## src/rtl/btc_miner_pkg.sv

```systemverilog
// Shared definitions for the status transmitter: FSM state encoding,
// pin-level status code constants and a small counter-load helper.
package btc_miner_pkg;

   // Transmitter FSM states; GAP is only reachable when the gap feature is built in.
   typedef enum logic [1:0] {
      ST_IDLE = 2'd0,
      ST_HOLD = 2'd1,
      ST_GAP  = 2'd2
   } tx_state_e;

   localparam logic [15:0] IDLE_CODE    = 16'h0000;
   localparam logic [15:0] STATUS_START = 16'hFEED;
   localparam logic [15:0] STATUS_DONE  = 16'hDEAD;

   // A phase lasting N cycles loads the down-counter with N-1 and ends when it reads 0.
   function automatic logic [15:0] cycles_to_load(input int unsigned cycles);
      return 16'(cycles - 32'd1);
   endfunction

endpackage

```

## src/rtl/btc_status_fifo.sv

```systemverilog
// Synchronous status-code queue with registered occupancy count.
// Pointers wrap naturally because DEPTH is a power of two. Push on full and
// pop on empty are ignored; clear_i empties the queue and beats push/pop.
module btc_status_fifo #(
   parameter int DEPTH = 4,
   parameter int WIDTH = 16
) (
   input  logic                     clk_i,
   input  logic                     rst_i,
   input  logic                     clear_i,
   input  logic                     push_i,
   input  logic [WIDTH-1:0]         data_i,
   input  logic                     pop_i,
   output logic [WIDTH-1:0]         data_o,
   output logic [$clog2(DEPTH):0]   count_o,
   output logic                     empty_o
);

   localparam int AW = $clog2(DEPTH);
   localparam int CW = AW + 1;

   logic [WIDTH-1:0] mem_q [DEPTH];
   logic [AW-1:0]    wr_ptr_q;
   logic [AW-1:0]    rd_ptr_q;
   logic [CW-1:0]    count_q;
   logic             full_s;
   logic             empty_s;
   logic             do_push_s;
   logic             do_pop_s;

   assign full_s    = (count_q == CW'(DEPTH));
   assign empty_s   = (count_q == CW'(0));
   assign do_push_s = push_i && !full_s;
   assign do_pop_s  = pop_i && !empty_s;

   // Pointer and occupancy bookkeeping; reset and clear both empty the queue.
   always_ff @(posedge clk_i) begin
      if (rst_i || clear_i) begin
         wr_ptr_q <= AW'(0);
         rd_ptr_q <= AW'(0);
         count_q  <= CW'(0);
      end else begin
         if (do_push_s) begin
            wr_ptr_q <= wr_ptr_q + AW'(1);
         end
         if (do_pop_s) begin
            rd_ptr_q <= rd_ptr_q + AW'(1);
         end
         case ({do_push_s, do_pop_s})
            2'b10:   count_q <= count_q + CW'(1);
            2'b01:   count_q <= count_q - CW'(1);
            default: count_q <= count_q;
         endcase
      end
   end

   // Storage array write port; contents need no reset since count gates reads.
   always_ff @(posedge clk_i) begin
      if (!rst_i && !clear_i && do_push_s) begin
         mem_q[wr_ptr_q] <= data_i;
      end
   end

   assign data_o  = mem_q[rd_ptr_q];
   assign count_o = count_q;
   assign empty_o = empty_s;

endmodule

```

## src/rtl/btc_status_tx.sv

```systemverilog
// Status-code transmitter: queues 16-bit codes and shows each one on the
// upper user pads for HOLD_CYCLES cycles. Optional macro BTC_STATUS_TX_GAP_EN
// inserts GAP_CYCLES of IDLE_CODE between back-to-back codes so repeated
// identical codes stay distinguishable; without it consecutive codes abut.
module btc_status_tx
   import btc_miner_pkg::*;
#(
   parameter int FIFO_DEPTH  = 4,
   parameter int HOLD_CYCLES = 16,
   parameter int GAP_CYCLES  = 4
) (
   input  logic                          wb_clk_i,
   input  logic                          wb_rst_i,
   input  logic                          clear_i,
   input  logic                          status_valid_i,
   input  logic [15:0]                   status_code_i,
   output logic                          status_ready_o,
   output logic [15:0]                   io_out_o,
   output logic [15:0]                   io_oeb_o,
   output logic                          busy_o,
   output logic [$clog2(FIFO_DEPTH):0]   fifo_count_o
);

   localparam int          CW        = $clog2(FIFO_DEPTH) + 1;
   localparam logic [15:0] HOLD_LOAD = cycles_to_load(HOLD_CYCLES);
   localparam logic [15:0] GAP_LOAD  = cycles_to_load(GAP_CYCLES);

   tx_state_e     state_q, state_d;
   logic [15:0]   cnt_q, cnt_d;
   logic [15:0]   io_q, io_d;
   logic          pop_s;
   logic          push_s;
   logic [15:0]   head_s;
   logic [CW-1:0] fifo_count_s;
   logic          fifo_empty_s;

`ifndef BTC_STATUS_TX_GAP_EN
   logic unused_gap_s;
   assign unused_gap_s = ^GAP_LOAD;
`endif

   assign status_ready_o = !wb_rst_i && (fifo_count_s < CW'(FIFO_DEPTH));
   assign push_s         = status_valid_i && status_ready_o;

   btc_status_fifo #(
      .DEPTH (FIFO_DEPTH),
      .WIDTH (16)
   ) u_fifo (
      .clk_i   (wb_clk_i),
      .rst_i   (wb_rst_i),
      .clear_i (clear_i),
      .push_i  (push_s),
      .data_i  (status_code_i),
      .pop_i   (pop_s),
      .data_o  (head_s),
      .count_o (fifo_count_s),
      .empty_o (fifo_empty_s)
   );

   // Next-state, hold/gap counter and pad value; clear_i overrides everything.
   always_comb begin
      state_d = state_q;
      cnt_d   = cnt_q;
      io_d    = io_q;
      pop_s   = 1'b0;
      if (clear_i) begin
         state_d = ST_IDLE;
         cnt_d   = 16'd0;
         io_d    = IDLE_CODE;
      end else begin
         case (state_q)
            ST_IDLE: begin
               if (!fifo_empty_s) begin
                  pop_s   = 1'b1;
                  io_d    = head_s;
                  cnt_d   = HOLD_LOAD;
                  state_d = ST_HOLD;
               end else begin
                  state_d = ST_IDLE;
               end
            end
            ST_HOLD: begin
               if (cnt_q != 16'd0) begin
                  cnt_d = cnt_q - 16'd1;
               end else if (fifo_empty_s) begin
                  // Nothing waiting: park in IDLE with the last code still shown.
                  state_d = ST_IDLE;
               end else begin
`ifdef BTC_STATUS_TX_GAP_EN
                  state_d = ST_GAP;
                  io_d    = IDLE_CODE;
                  cnt_d   = GAP_LOAD;
`else
                  pop_s   = 1'b1;
                  io_d    = head_s;
                  cnt_d   = HOLD_LOAD;
                  state_d = ST_HOLD;
`endif
               end
            end
`ifdef BTC_STATUS_TX_GAP_EN
            ST_GAP: begin
               if (cnt_q != 16'd0) begin
                  cnt_d = cnt_q - 16'd1;
               end else if (!fifo_empty_s) begin
                  pop_s   = 1'b1;
                  io_d    = head_s;
                  cnt_d   = HOLD_LOAD;
                  state_d = ST_HOLD;
               end else begin
                  state_d = ST_IDLE;
               end
            end
`endif
            default: begin
               state_d = ST_IDLE;
               cnt_d   = 16'd0;
               io_d    = IDLE_CODE;
            end
         endcase
      end
   end

   // State, counter and pad registers with synchronous active-high reset.
   always_ff @(posedge wb_clk_i) begin
      if (wb_rst_i) begin
         state_q <= ST_IDLE;
         cnt_q   <= 16'd0;
         io_q    <= IDLE_CODE;
      end else begin
         state_q <= state_d;
         cnt_q   <= cnt_d;
         io_q    <= io_d;
      end
   end

   assign io_out_o     = io_q;
   assign io_oeb_o     = wb_rst_i ? 16'hFFFF : 16'h0000;
   assign busy_o       = (state_q != ST_IDLE) || !fifo_empty_s;
   assign fifo_count_o = fifo_count_s;

endmodule

```

## config.mk

```make
export PLATFORM = sky130hd
export DESIGN_NAME = btc_status_tx
export DESIGN_NICKNAME = d
export VERILOG_FILES = /design/src/rtl/btc_miner_pkg.sv /design/src/rtl/btc_status_fifo.sv /design/src/rtl/btc_status_tx.sv
export SDC_FILE = /design/constraint.sdc
export NUM_CORES = 1
export LEC_CHECK = 0
export ABC_CLOCK_PERIOD_IN_PS = 3110
export BUFFER_PORTS_ARGS = -buffer_cell sky130_fd_sc_hd__clkbuf_2
export CAP_MARGIN = 20
export CORE_MARGIN = 2
export CORE_UTILIZATION = 57
export CTS_BUF_LIST = sky130_fd_sc_hd__clkbuf_4 sky130_fd_sc_hd__clkbuf_8 sky130_fd_sc_hd__clkbuf_16
export CTS_CLUSTER_DIAMETER = 200
export DETAILED_ROUTE_END_ITERATION = 10
export GPL_TIMING_DRIVEN = 0
export MAX_ROUTING_LAYER = met4
export PLACE_DENSITY = 0.78
export SYNTH_ARGS = -nofsm -noshare
export SYNTH_HDL_FRONTEND = slang
export SYNTH_SLANG_ARGS = --single-unit
```

## constraint.sdc

```tcl
create_clock -name wb_clk_i -period 3.11 [get_ports wb_clk_i]
set_clock_uncertainty 0.05 [all_clocks]
set_input_delay 0.622 -clock wb_clk_i [delete_from_list [all_inputs] [get_ports wb_clk_i]]
set_output_delay 0.622 -clock wb_clk_i [all_outputs]
set_load 0.01 [all_outputs]
```

**Yosys cells after proc, flatten, opt, wreduce, memory -nomap -nowiden**

Memories as Yosys holds them, arrays and structs flattened. A register that Yosys moved wholly into a read port is not among the register bits.
Cells that the tools add are included.

- $add $sub $neg: 5
- Magnitude comparators: 1
- Equal/unequal tests: 5
- Mux-type cells: 19
- Reduce and logical (&&, ||, !) cells: 18

Operator list:

| kind | number |
|---|---|
| two-way mux 16 bit | 5 |
| case mux 16 bit (2 select lines) | 2 |
| nonzero test 16 bit | 1 |
| subtractor 16 x 1 -> 16 bit (second input constant) | 1 |
| logical AND 1 bit | 6 |
| two-way mux 1 bit | 6 |
| two-way mux 2 bit | 3 |
| case mux 3 bit (2 select lines) | 1 |
| adder 2 x 1 -> 2 bit (second input constant) | 2 |
| equality test 2 x 1 -> 1 bit (second input constant) | 2 |
| zero test 1 bit | 4 |
| case mux 2 bit (2 select lines) | 1 |
| nonzero test 2 bit | 2 |
| adder 3 x 1 -> 3 bit (second input constant) | 1 |
| equality test 3 bit (second input constant) | 1 |
| zero test 3 bit | 1 |
| < comparator 3 bit (second input constant) | 1 |
| subtractor 3 x 1 -> 3 bit (second input constant) | 1 |
| equality test 2 bit (second input constant) | 1 |
| zero test 2 bit | 1 |
| logical OR 1 bit | 2 |
| != test 2 bit (second input constant) | 1 |
| case mux 1 bit (2 select lines) | 1 |
| OR reduction 2 bit | 1 |

- Flip-flop bits (word level): 41
- Bits in writable memories: 64
- Bits of input ports: 20
- Output and inout port bits: 37
- Word-level logic and storage cells: 55
- Memories: 1

Memory list:

| memory | words | bits a word | read ports | clocked after Yosys merged registers in | wr ports | RTL line | RTL |
|---|---|---|---|---|---|---|---|
| u_fifo.mem_q | 4 | 16 | 1 | 1 | 1 | btc_status_fifo.sv:22 | `logic [WIDTH-1:0] mem_q [DEPTH];` |

**Longest topological paths before layout**

- Word-level depth: 8
- Depth in mapped cells: 13
- Depth with buffers taken out: 12

**Modules after synthesis**

From an unflattened synthesis, not the netlist that was laid out.

- Cells, all modules: 318
- Area, all modules: 4,414.2 sq um

Modules (own cells, without submodules):

| module | instances | cells each | area each (sq um) | seq. area each (sq um) |
|---|---|---|---|---|
| btc_status_fifo | 1 | 138 | 2,780.2 | 2,102.0 |
| btc_status_tx | 1 | 180 | 1,634.1 | 660.6 |

**Least setup slack after synthesis**

Ideal clock, no wire load.

- Path type: reg-to-reg
- From: register cnt_q[2]
- To: register u_fifo.count_q[2] (netlist: u_fifo.count_o[2])
- Data arrival time: 2,689 ps
- Setup slack: 301 ps
- Cell stages (with the launch flop): 12
- Path buffers: 1
- Period minus slack after synthesis: 2,809 ps
- Cells stage by stage: dfxtp_1 nor4_4 nand3_2 o21a_1 clkbuf_1 nor3_1 ha_1 inv_1 fa_1 xor2_1 or3_1 a21oi_1

- Word-level cells in the longest chain between the ends: 7
- Elaborated cells on any way between the ends: 9
- Classes of those cells: eq/ne (2); mux (4); reduce/logical (3)

RTL lines:

| what | RTL line | RTL |
|---|---|---|
| start, declared | btc_status_tx.sv:29 | `logic [15:0] cnt_q, cnt_d;` |
| start signal, assigned | btc_status_tx.sv:132 | `cnt_q <= cnt_d;` |
| nonzero test 16 bit (*) | btc_status_tx.sv:83 | `if (cnt_q != 16'd0) begin` |
| two-way mux 1 bit (*) | btc_status_tx.sv:83 |  |
| case mux 1 bit (2 select lines) (*) | btc_status_tx.sv:71 | `case (state_q)` |
| two-way mux 1 bit (*) | btc_status_tx.sv:66 | `if (clear_i) begin` |
| logical AND 1 bit (*) | btc_status_fifo.sv:34 | `assign do_pop_s = pop_i && !empty_s;` |
| net u_fifo.do_pop_s | btc_status_fifo.sv:29 | `logic do_pop_s;` |
| equality test 2 x 1 -> 1 bit or equality test 2 bit (tied branches) | btc_status_fifo.sv:49 | `case ({do_push_s, do_pop_s})` |
| case mux 3 bit (2 select lines) or nonzero test 2 bit (tied branches) | n/a |  |
| end signal, assigned | btc_status_fifo.sv:50 | `2'b10: count_q <= count_q + CW'(1);` |
| end signal, assigned | btc_status_fifo.sv:51 | `2'b01: count_q <= count_q - CW'(1);` |
| end signal, assigned | btc_status_fifo.sv:52 | `default: count_q <= count_q;` |
| end, declared | btc_status_fifo.sv:25 | `logic [CW-1:0] count_q;` |

The timed path passes the listed nets; every way through them passes the cells marked *.
A chain may end at the register's enable or synchronous reset.

**Final worst setup path**

- From: register cnt_q[0]
- To: register u_fifo.count_q[2] (netlist: u_fifo.count_o[2])

The elaborated chain is that of the path after synthesis.

==> results.toml <==
[place]
place_congestion = 0.854
dp_slack_ns = -0.124
placed_cell_area_um2 = 4850
dp_cells = 504
dpl.hpwl_um = 6040
port_buffers = 56

[floorplanning]
die_area_um2 = 8510
die_height_um = 92.3
core_area_um2 = 7650
num_io_pins = 57
start_util_pct = 58.1
rows = 32
die_w_um = 92.3

[worst_setup_path]
critPathBufInv = 2
crit_path_cell_trace = "inv_1, ha_1, nor3b_2, nand2_1, o21a_4, nor3_2, ha_1, inv_1, fa_1, xor2_1, or3_1, a21oi_1"
worstSetupPathType = "register to register"
reg2regPathDepth = 12
critPathMaxStageDelay_ns = 0.37
critical_path_depth = 12
worstSetupEndpointType = "register"
path_max_fanout = 17
crit_required_ns = 3.36
cp.arrival_ns = 3.04
crit_path_start_kind = "register"
cp_slowest_cell = "fa_1"
critical-path-top-delay-family = "simple AND/OR/NAND/NOR gates"

[pwr]
total_power_mw = 2.57
ir_drop_uv = 399
p_leak_nw = 1.82
power.density_nw_per_um2 = 506

[drt]
drt_iter0_drc = 238
via_per_inst = 5.78
top_layer = "met4"
drc = 0
wl_met1_um = 3770
ant_nets = 0
wl_met3_um = 398
wl_per_cell_um = 16.7
vias = 3007
wl_met2_um = 4410
dr.pass1.iters = 4
wl_um = 8710

[run]
cap_violations = 0

[global_route]
grt_max_degree = 20
grt_pass1_wl_um = 14500
grt_pass1_vias = 2936
grt_antenna_before_repair = 0
grt.overflow.total = 0
grt_usage_pct = 22.5

[clocking]
worst_skew_pair.late_latency_ns = 0.37
clock_path_buffers = 2
cts-root-buf = "clkbuf_8"
cts_sinks = 106
cts_buffers = 9
cts-hold-fix-buffers = 0
cts_tree = "built"
htree_levels = 3
path_clk_slew_ns = 0.11

[yosys]
synthTopCellsByArea = "edfxtp_1 43%, dfxtp_1 19%, mux4_2 8.1%, a21oi_1 3.3%, nand3_1 3.2%"
async_flop_share_pct = 0
netlist-cell-type-count = 41
synth_edf_count = 64
netlist.area_leader.share_pct = 43.3
syn_nets = 374
synth.avg_cell_area_um2 = 12.8
syn_area_um2 = 4440
ys_warn_count = 0
synth_flop_cell = "edfxtp_1"
postSynthCellCount = 346
ys_ff_latch = 106
synth_top_cell_by_area = "edfxtp_1"
yosysSeqAreaShare_pct = 62.2

[cells_and_area]
antennaDiodeCount = 0
n_fill_cell = 565
drive_above_1_share_pct = 29.4
nets = 441
mostFrequentLayoutCells = "64 x edfxtp_1, 56 x clkbuf_2, 42 x dfxtp_1"
layoutNonFillerInstCount = 520
final_cell_area_um2 = 5080
layout_commonest_cell = "edfxtp_1"
area_growth_pct = 14.5

[worst_hold_path]
holdCritPathClass = "input pin to register"
hold_path_depth = 1

[run_status]
status = "finished, final reports clean"

[timing]
worst_slack_ns = 0.313
finalCriticalPeriod_ns = 2.80
finalMaxSlewViolations = 0
final-setup-viol-count = 0
finalCritPeriodShare_pct = 89.9
fmax_mhz = 358
rsz0062_at_grt = "no"
max_slew_margin_pct = 39.5
finalHoldViolations = 0
worst_pin_slew_ns = 0.901
final timing paths:
path | from | end | slack (ns)
hold / removal | status_code_i[11] | u_fifo.mem_q[3][11] | 0.41
hold reg to reg | io_out_o[13] | io_out_o[13] | 0.44
setup reg to reg | cnt_q[0] | u_fifo.count_o[2] | 0.31
setup / recovery | cnt_q[0] | u_fifo.count_o[2] | 0.31
power breakdown:
| part | switching (mW) | leakage [nW] | internal [mW] |
|---|---|---|---|
| sequential | 0.0101 | 0.917 | 1.50 |
| combinational | 0.107 | 0.798 | 0.0763 |
| clock | 0.490 | 0.102 | 0.387 |
metrics by stage:
stage	setup TNS [ns]	hold slack, ns	util (%)
after floorplan	0	0.409	-
after global placement	-0.0226	0.419	63.4
after detailed placement	-0.124	0.422	63.4
after CTS	0	0.406	66.2
after global routing	0	0.406	66.5
final	0	0.410	66.5
cell families after synthesis:
| group | count (synthesis) | synth area share, % |
|---|---|---|
| buffers and inverters | 42 | 5.33 |
| muxes | 16 | 8.12 |
| xor gates and xnor gates | 5 | 0.986 |
| AOI/OAI and AO/OA | 68 | 8.62 |
| and+or+nand+nor | 101 | 12.3 |
| DFF | 106 | 62.2 |
| adders and majority gates | 8 | 2.42 |
synthesized netlist by cell type (3+ instances only):
library cell and count:
a21oi_1 29, a31oi_1 5, and2_1 4, buf_2 5, buf_4 16, clkbuf_1 10, dfxtp_1 42, edfxtp_1 64
ha_1 7, inv_1 8, mux4_2 16, nand2_1 16, nand3_1 28, nor2_1 16, nor3_1 11, nor4_1 3
o21ai_0 22, o31ai_1 4, or3_1 9, xor2_1 3
layout make-up:
cell class	count	area (µm²)	area share (%)
Multi-Input combinational cell	198	1470	28.8
Tap cell	102	128	2.51
Buffer	33	203	3.99
Clock inverter	7	83.8	1.65
Clock buffer	9	124	2.44
Inverter	8	30.0	0.591
Sequential cell	106	2760	54.3
Timing Repair Buffer	57	288	5.66
what timing repair did:
item,CTS,global route
endpoints found under the setup margin,1,2
hold endpoints to repair,0,0
buffers inserted,1,0
gates resized for setup,0,5
pin swaps,1,0
layer usage:
metal  GRT usage [%]  up-vias
met5               -        -
met4            7.21        0
met3            3.70       13
met2            35.6       84
met1            30.2     1488
li1                -     1422
sequential cells by signal, indices dropped and copies added (netlist names), named ones only:
signal / cells
cnt_q: 16
u_fifo.count_o: 3
u_fifo.wr_ptr_q: 2
state_q: 1
u_fifo.rd_ptr_q: 2
io_out_o: 16
u_fifo.mem_q: 64
No activity file was read; power rests on OpenSTA's default activity.
